## src/rtl/uf_pkg.sv

```systemverilog
// Shared opcodes, idle-bus sentinels, latency defaults and FSM encoding for the
// uf_alu_mul functional unit.
package uf_pkg;

   localparam logic [2:0] OP_ADD = 3'b000;
   localparam logic [2:0] OP_SUB = 3'b001;
   localparam logic [2:0] OP_MUL = 3'b010;
   localparam logic [2:0] OP_AND = 3'b011;
   localparam logic [2:0] OP_OR  = 3'b100;
   localparam logic [2:0] OP_SLT = 3'b101;

   localparam logic [15:0] UF_SEM_VALOR_DEF = 16'hFFF0;
   localparam logic [2:0]  UF_TAG_NULO_DEF  = 3'b000;

   localparam int UF_LAT_ALU_DEF = 1;
   localparam int UF_LAT_MUL_DEF = 3;

   typedef enum logic [1:0] {
      ST_IDLE     = 2'd0,
      ST_EXEC     = 2'd1,
      ST_WAIT_CDB = 2'd2,
      ST_DONE     = 2'd3
   } uf_state_t;

endpackage

```

## src/rtl/uf_alu_core.sv

```systemverilog
// Combinational result datapath of the functional unit (A, B, Op) -> result.
// Signed less-than on Op 101 exists only when UF_SLT_EN is defined.
module uf_alu_core
   import uf_pkg::*;
(
   input  logic [15:0] i_a,
   input  logic [15:0] i_b,
   input  logic [2:0]  i_op,
   output logic [15:0] o_result
);

   always_comb begin
      o_result = 16'h0000;
      case (i_op)
         OP_ADD:  o_result = i_a + i_b;
         OP_SUB:  o_result = i_a - i_b;
         OP_MUL:  o_result = i_a * i_b;
         OP_AND:  o_result = i_a & i_b;
         OP_OR:   o_result = i_a | i_b;
`ifdef UF_SLT_EN
         OP_SLT:  o_result = ($signed(i_a) < $signed(i_b)) ? 16'h0001 : 16'h0000;
`endif
         default: o_result = 16'h0000;
      endcase
   end

endmodule

```

## src/rtl/uf_alu_mul.sv

```systemverilog
// Tomasulo ALU/multiplier functional unit: edge-triggered accept, latency count,
// CDB request/broadcast and one-cycle Done. Optional SLT via macro UF_SLT_EN.
module uf_alu_mul
   import uf_pkg::*;
#(
   parameter int          LAT_ALU   = UF_LAT_ALU_DEF,
   parameter int          LAT_MUL   = UF_LAT_MUL_DEF,
   parameter logic [15:0] SEM_VALOR = UF_SEM_VALOR_DEF,
   parameter logic [2:0]  TAG_NULO  = UF_TAG_NULO_DEF
)
(
   input  logic        Clock,
   input  logic        Resetn,
   input  logic [15:0] A,
   input  logic [15:0] B,
   input  logic        Ready_to_uf,
   input  logic [2:0]  Op,
   input  logic [2:0]  Tag,
   input  logic        Cdb_grant,
   output logic        Cdb_req,
   output logic [2:0]  Qi_CDB,
   output logic [15:0] Qi_CDB_data,
   output logic        Busy_uf,
   output logic        Done
);

   localparam int LAT_MAX = (LAT_ALU > LAT_MUL) ? LAT_ALU : LAT_MUL;
   localparam int CNT_W   = (LAT_MAX > 1) ? $clog2(LAT_MAX) : 1;

   uf_state_t          r_state;
   logic [CNT_W-1:0]   r_count;
   logic               r_ready_q;
   logic               r_armed;
   logic               r_cdb_req;
   logic [2:0]         r_qi_cdb;
   logic [15:0]        r_qi_data;
   logic               r_busy;
   logic               r_done;

   logic [15:0]        r_a;
   logic [15:0]        r_b;
   logic [2:0]         r_op;
   logic [2:0]         r_tag;

   logic               w_accept;
   logic [CNT_W-1:0]   w_lat_load;
   logic [15:0]        w_result;

   // A level that is already high when reset releases is not a fresh request:
   // the unit arms only after it has seen Ready_to_uf low once.
   assign w_accept   = (r_state == ST_IDLE) && Ready_to_uf && !r_ready_q && r_armed;
   assign w_lat_load = (Op == OP_MUL) ? CNT_W'(LAT_MUL - 1) : CNT_W'(LAT_ALU - 1);

   uf_alu_core u_core (
      .i_a      (r_a),
      .i_b      (r_b),
      .i_op     (r_op),
      .o_result (w_result)
   );

   always_ff @(posedge Clock) begin
      if (w_accept) begin
         r_a   <= A;
         r_b   <= B;
         r_op  <= Op;
         r_tag <= Tag;
      end
   end

   always_ff @(posedge Clock or negedge Resetn) begin
      if (!Resetn) begin
         r_state   <= ST_IDLE;
         r_count   <= '0;
         r_ready_q <= 1'b0;
         r_armed   <= 1'b0;
         r_cdb_req <= 1'b0;
         r_qi_cdb  <= TAG_NULO;
         r_qi_data <= SEM_VALOR;
         r_busy    <= 1'b0;
         r_done    <= 1'b0;
      end else begin
         r_ready_q <= Ready_to_uf;
         if (!Ready_to_uf)
            r_armed <= 1'b1;
         r_done <= 1'b0;
         case (r_state)
            ST_IDLE: begin
               if (w_accept) begin
                  r_state <= ST_EXEC;
                  r_count <= w_lat_load;
                  r_busy  <= 1'b1;
               end
            end
            ST_EXEC: begin
               if (r_count != '0) begin
                  r_count <= r_count - 1'b1;
               end else begin
                  r_state   <= ST_WAIT_CDB;
                  r_cdb_req <= 1'b1;
                  r_qi_cdb  <= r_tag;
                  r_qi_data <= w_result;
               end
            end
            ST_WAIT_CDB: begin
               if (Cdb_grant) begin
                  r_state   <= ST_DONE;
                  r_cdb_req <= 1'b0;
                  r_qi_cdb  <= TAG_NULO;
                  r_qi_data <= SEM_VALOR;
                  r_busy    <= 1'b0;
                  r_done    <= 1'b1;
               end
            end
            ST_DONE: begin
               r_state <= ST_IDLE;
            end
            default: begin
               r_state <= ST_IDLE;
            end
         endcase
      end
   end

   assign Cdb_req     = r_cdb_req;
   assign Qi_CDB      = r_qi_cdb;
   assign Qi_CDB_data = r_qi_data;
   assign Busy_uf     = r_busy;
   assign Done        = r_done;

endmodule

```

## config.mk

```make
export PLATFORM = sky130hd
export DESIGN_NAME = uf_alu_mul
export DESIGN_NICKNAME = d
export VERILOG_FILES = /design/src/rtl/uf_pkg.sv /design/src/rtl/uf_alu_core.sv /design/src/rtl/uf_alu_mul.sv
export SDC_FILE = /design/constraint.sdc
export NUM_CORES = 1
export LEC_CHECK = 0
export CORE_MARGIN = 8
export CORE_UTILIZATION = 55
export DETAILED_ROUTE_END_ITERATION = 12
export GPL_TIMING_DRIVEN = 1
export PLACE_DENSITY = 0.76
export SETUP_SLACK_MARGIN = 0.1
export SYNTH_ARGS = -nofsm -noshare
export SYNTH_HDL_FRONTEND = slang
export SYNTH_SLANG_ARGS = --single-unit
```

## constraint.sdc

```tcl
create_clock -name Clock -period 7.1 [get_ports Clock]
set_input_delay 1.065 -clock Clock [delete_from_list [all_inputs] [get_ports Clock]]
set_output_delay 1.065 -clock Clock [all_outputs]
set_load 0.02 [all_outputs]
```

# After elaboration in Yosys (flattened, before gate mapping)
# Cells that the tools add are included.
word_totals:
  reg_bits: 66
  inputBits: 42
  out_inout_bits: 22
  wordCells: 67
op_classes:
  addsub: 3
  mul: 1
  eq_ne: 12
  mux: 22
  n_bitwise: 2
  n_reduce_logical: 14
ops:
  columns: ["cell", "count"]
  rows:
  - ["$pmux W16 S5", 1]
  - ["$mux W16", 2]
  - ["$pmux W16 S2", 1]
  - ["$add A16 B16 Y16", 1]
  - ["$and A16 B16 Y16", 1]
  - ["$mul A16 B16 Y16", 1]
  - ["$or A16 B16 Y16", 1]
  - ["$sub A16 B16 Y16", 1]
  - ["$mux W2", 6]
  - ["$reduce_and A3 Y1", 4]
  - ["$eq A3 B2 Y1 const B", 3]
  - ["$ne A2 B2 Y1 const B", 4]
  - ["$pmux W2 S4", 1]
  - ["$reduce_bool A2 Y1", 4]
  - ["$mux W3", 2]
  - ["$pmux W3 S2", 1]
  - ["$mux W1", 5]
  - ["$eq A2 B2 Y1 const B", 2]
  - ["$pmux W1 S2", 2]
  - ["$pmux W2 S2", 1]
  - ["$eq A3 B1 Y1 const B", 1]
  - ["$eq A3 B3 Y1 const B", 1]
  - ["$logic_and A1 B1 Y1", 3]
  - ["$logic_not A3 Y1", 1]
  - ["4 further kinds", 4]

# Depth between registers and ports, before layout
logic_depth:
  depth_word: 6
  depth_mapped: 22
  ltp_nobuf: 20

# By module
# Synthesis repeated with hierarchy kept, for this count alone.
hier_totals:
  cells_unflattened: 869
  hier_area_um2: 8007.7
by_module_without_submodules:
  columns: ["module", "instances", "cells_each", "area_per_inst_um2"]
  rows:
  - ["uf_alu_core", 1, 704, 5495.3]
  - ["uf_alu_mul", 1, 165, 2512.4]

# Worst setup path before layout
# Ideal clock, no wire load.
synth_timing:
  path_type: "reg2reg"
  start: "register r_b[2]"
  end: "register r_qi_data[15] (netlist: Qi_CDB_data[15])"
  setup_ns: 0.061
  t_arrival_ns: 5.408
  required_time_ns: 7.039
  slack_ns: 1.632
  stages_incl_launch_ff: 21
  path_buffers: 2
  period_less_slack_ns: 5.468
  cell_sequence: "edfxtp_1 -> clkbuf_1 -> clkbuf_1 -> and2_1 -> fa_1 -> inv_1 -> fa_1 -> inv_1 -> fa_1 -> fa_1 -> inv_1 -> fa_1 -> fa_1 -> xor2_1 -> xnor2_1 -> xnor2_1 -> xnor2_1 -> xnor3_1 -> and3_4 -> o31ai_2 -> o22a_1"
synth_between:
  elab_chain_len: 4
  word_cells_on_any_way: 6
  cone_classes: "add/sub (2); mul (1); mux (3)"
synth_lines:
  columns: ["item", "line", "rtl"]
  rows:
  - ["start, declared", "uf_alu_mul.sv:41", "logic [15:0] r_b;"]
  - ["start signal, assigned", "uf_alu_mul.sv:64", "r_b <= B;"]
  - ["$mul A16 B16 Y16 (tied with other cells)", "uf_alu_core.sv:17", "OP_MUL: o_result = i_a * i_b;"]
  - ["$pmux W16 S5 (*)", "uf_alu_core.sv:14", "case (i_op)"]
  - ["$mux W16 (*)", "uf_alu_mul.sv:95", "if (r_count != '0) begin"]
  - ["$pmux W16 S2 (*)", "uf_alu_mul.sv:86", "case (r_state)"]
  - ["end signal, assigned", "uf_alu_mul.sv:101", "r_qi_data <= w_result;"]
  - ["end, declared", "uf_alu_mul.sv:36", "logic [15:0] r_qi_data;"]
# Mark *: on every way between the ends. The rest lies on a longest branch, timed or not. The select of a mux whose other input is x is not followed.
# A chain may end at the register's enable or synchronous reset.

# Worst setup path in the final report
layout_timing:
  start: "register r_b[1]"
  end: "register r_qi_data[15] (netlist: Qi_CDB_data[15])"
# Same word-level chain as after synthesis.

==> flow_summary.toml <==
[run_status]
status = "finished, final reports clean"

[worst_setup_path]
setup.worst_path.start_class = "register"
crit_path_end_kind = "register"
crit_fanout = 18
path_buf_inv = 3
critPathRequiredTime_ns = 7.38
max_stage_delay_ns = 0.68
crit_arrival_ns = 6.00
critical_path.cell_chain = "and2_1, fa_1, inv_1, fa_1, inv_1, fa_1, fa_1, inv_1, fa_1, fa_1, xor2_1, xnor2_1, xnor2_1, xnor2_1, xnor3_1, and3_4, o31ai_2, o22a_1"
worstSetupPathType = "reg2reg"
critPathTopFamily = "adder cells"
cpMostUsedCell = "fa_1"
critPathSlowestCell = "edfxtp_1"

[run]
maxCapViolations = 0

[pwr]
clkPwrFrac_pct = 10.7
power_frac_comb_pct = 74.6
net-switching-power_mw = 2.10
intPower_mw = 2.36
p_leak_nw = 4.06
power_frac_seq_pct = 14.8
ir_drop_mv = 0.346
p_per_area_nw_per_um2 = 505
switching_share_pct = 47.1

[yosys]
async_flop_share_pct = 42.4
yosys.area.top_type = "fa_1"
dominantRegCellSynth = "edfxtp_1"
synth_cell_types = 59
synthesis.area_um2 = 7820
yosys.area.top_type_share_pct = 20.7
ys_warn_count = 0
synth_area_per_cell_um2 = 9.24
yosysSeqAreaShare_pct = 23.8
ys_seq_elements = 66
netlist_instances = 846
synth_area_leaders = "fa_1 (21%), edfxtp_1 (15%), ha_1 (11%), inv_1 (6.1%), nand2_1 (5.1%)"
syn-num-nets = 1040
synth_enable_flop_cells = 38

[placement]
place_congestion = 0.914
dpl.hpwl_um = 14800
dpl-instance-area_um2 = 8510
dp.cells = 1052
port_buffers = 63

[clock_network]
clock-sinks = 66
clk_pin_slew_ns = 0.06
cts_tree = "yes"
cts_setup_buffers = 0
numCtsBuffers = 9
clock_latency_ns = 0.34
ctsHoldBuffers = 0
clockBufferDepth = 2
htreeDepth = 3
ctsRootBufferMaster = "clkbuf_16"
cts_resized = 0

[grt]
grt_overflow = 0
track_usage_pct = 22.9
grt_start_max_net_pins = 29
grt_pass1_wl_um = 33000
antenna_found_initial = 0
grt_pass1_vias = 6476

[die]
die_area_um2 = 18300
die_w_um = 135
die_h_um = 135
fp-row-count = 43
io_pins = 64
coreArea_um2 = 13900
initial_core_util_pct = 56.3

[sta]
skew_ns = 0.00995
fin_crit_ns = 5.73
setup_violations = 0
timing_hold_violations_final = 0
maxSlewHeadroom_pct = 46.3
tightestPinTransition_ns = 0.805
fin_crit_sh_pct = 80.7
finalSetupTns_ns = 0
fmax_ghz = 0.175
rsz0062_at_grt = "no"
slew_viol_final = 0

[layout]
syn2layout_area_growth_pct = 13.0
stdcell_count = 1068
stdcell_area_um2 = 8840
fillers = 1159
drive_gt1_share_pct = 4.73
fin_nets = 1077
num_antenna_cells = 0

[route]
ant_nets = 0
routedWlPerCell_um = 18.5
drc = 0
drtIter0Drc = 502
num_vias = 6116
drt-pass1-iter-count = 6
finalWirelength_um = 19700
vias_per_cell = 5.73

[hold_path]
holdCritPathClass = "reg2reg"
[tightest hold or removal path, delay by kind of cell, from the launching register on]
family	cells	cell delay, ns
DFF	1	0.34
and+or+nand+nor	2	0.10
[per-layer routing]
| metal | up-vias | track usage [%] | share of wire, % |
|---|---|---|---|
| met4 | 0 | 9.07 | 3.3 |
| met2 | 280 | 37.4 | 46 |
| met1 | 2964 | 29.4 | 43 |
| li1 | 2822 | - | - |
| met3 | 50 | 4.38 | 8.2 |
| met5 | - | 0 | 0 |
[final timing paths]
path | from | end | slack (ns) | depth (start not counted)
max reg2reg | r_b[1] | Qi_CDB_data[15] | 1.37 | 18
min reg2reg | Qi_CDB[2] | Qi_CDB[2] | 0.47 | 2
min in group asynchronous | Resetn | Qi_CDB_data[1] | 1.11 | 2
max in group asynchronous | Resetn | Qi_CDB_data[13] | 5.67 | 2
max | r_b[1] | Qi_CDB_data[15] | 1.37 | 18
min | Qi_CDB[2] | Qi_CDB[2] | 0.47 | 2
[power groups by stage]
stage	combinational (mW)	clock (mW)	sequential (mW)
4_1_cts	3.35	0.483	0.655
3_3_place_gp	3.26	0	0.659
3_5_place_dp	3.32	0	0.661
5_1_grt	3.82	0.501	0.668
2_1_floorplan	2.52	0	0.662
6_report	3.33	0.476	0.659
[kinds of logic (layout without fill, tap and decap cells)]
group | after synthesis | count (layout) | synth area share (%)
xor+xnor | 62 | 62 | 7.31
buf+inv | 169 | 211 | 8.56
simple gates | 256 | 256 | 15.9
flops | 66 | 66 | 23.8
compound gates | 138 | 138 | 12.0
mux | 3 | 3 | 0.384
fa+ha+maj | 152 | 152 | 32.1
[synth_stat cells (all sizes together) (2+ instances only)]
master / number
inv: 127
nand2: 111
a22oi: 2
a21oi: 34
nand3: 6
a21o: 22
o211ai: 5
nand2b: 3
nor3b: 3
buf: 11
o221ai: 6
o21a: 11
nor2: 39
o31ai: 3
and2: 64
o22ai: 4
a31oi: 7
edfxtp: 38
o21ai: 20
xor2: 19
dfstp: 12
nand4: 2
xnor2: 42
or3: 4
ha: 71
clkbuf: 30
nor3: 6
dfrtp: 16
nor2b: 8
a221oi: 14
o22a: 2
mux2i: 3
o31a: 2
nor4: 2
fa: 81
and3: 4
[metrics by stage]
step                worst slack [ns]  hold WS (ns)  util, %  total power [mW]
global placement                1.47         0.450     61.3              3.92
floorplan                       1.63         0.435        -              3.18
finish                          1.37         0.469     63.7              4.46
detailed placement              1.41         0.462     61.3              3.98
CTS                             1.40         0.475     63.7              4.48
global route                    1.08         0.496     63.7              4.98
[cell usage in the layout (no fill, tap or decap), types with 7 or more instances in the layout]
master,synthesis,final
nand2_1,107,107
xor2_1,19,19
dfstp_2,12,12
edfxtp_1,38,38
nor2b_1,8,8
nor2_1,39,39
xnor2_1,40,40
o21ai_0,19,19
clkbuf_16,0,10
a31oi_1,7,7
and2_1,64,64
dfrtp_1,16,16
ha_1,71,71
a21oi_1,34,34
clkdlybuf4s50_1,0,63
o21a_1,11,11
a221oi_1,13,13
a21o_1,22,22
fa_1,81,81
inv_1,127,127
[flip-flops by register name, summed over array words and instances, names as in the netlist, 2 cells and up]
name	flops
Qi_CDB	3
Qi_CDB_data	16
r_a	16
r_b	16
r_count	2
r_op	3
r_state	2
r_tag	3
[area by class of cell]
cell class                      instances  area, um2  share of cell area, %
Clock buffer                           12        268                   3.03
Tap cell                              180        225                   2.55
Multi-Input combinational cell        611       5290                   59.9
Inverter                              128        480                   5.44
Sequential cell                        66       1860                   21.0
Clock inverter                          4       53.8                  0.609
Timing Repair Buffer                   67        661                   7.48
(Power assumes the default switching activity.)
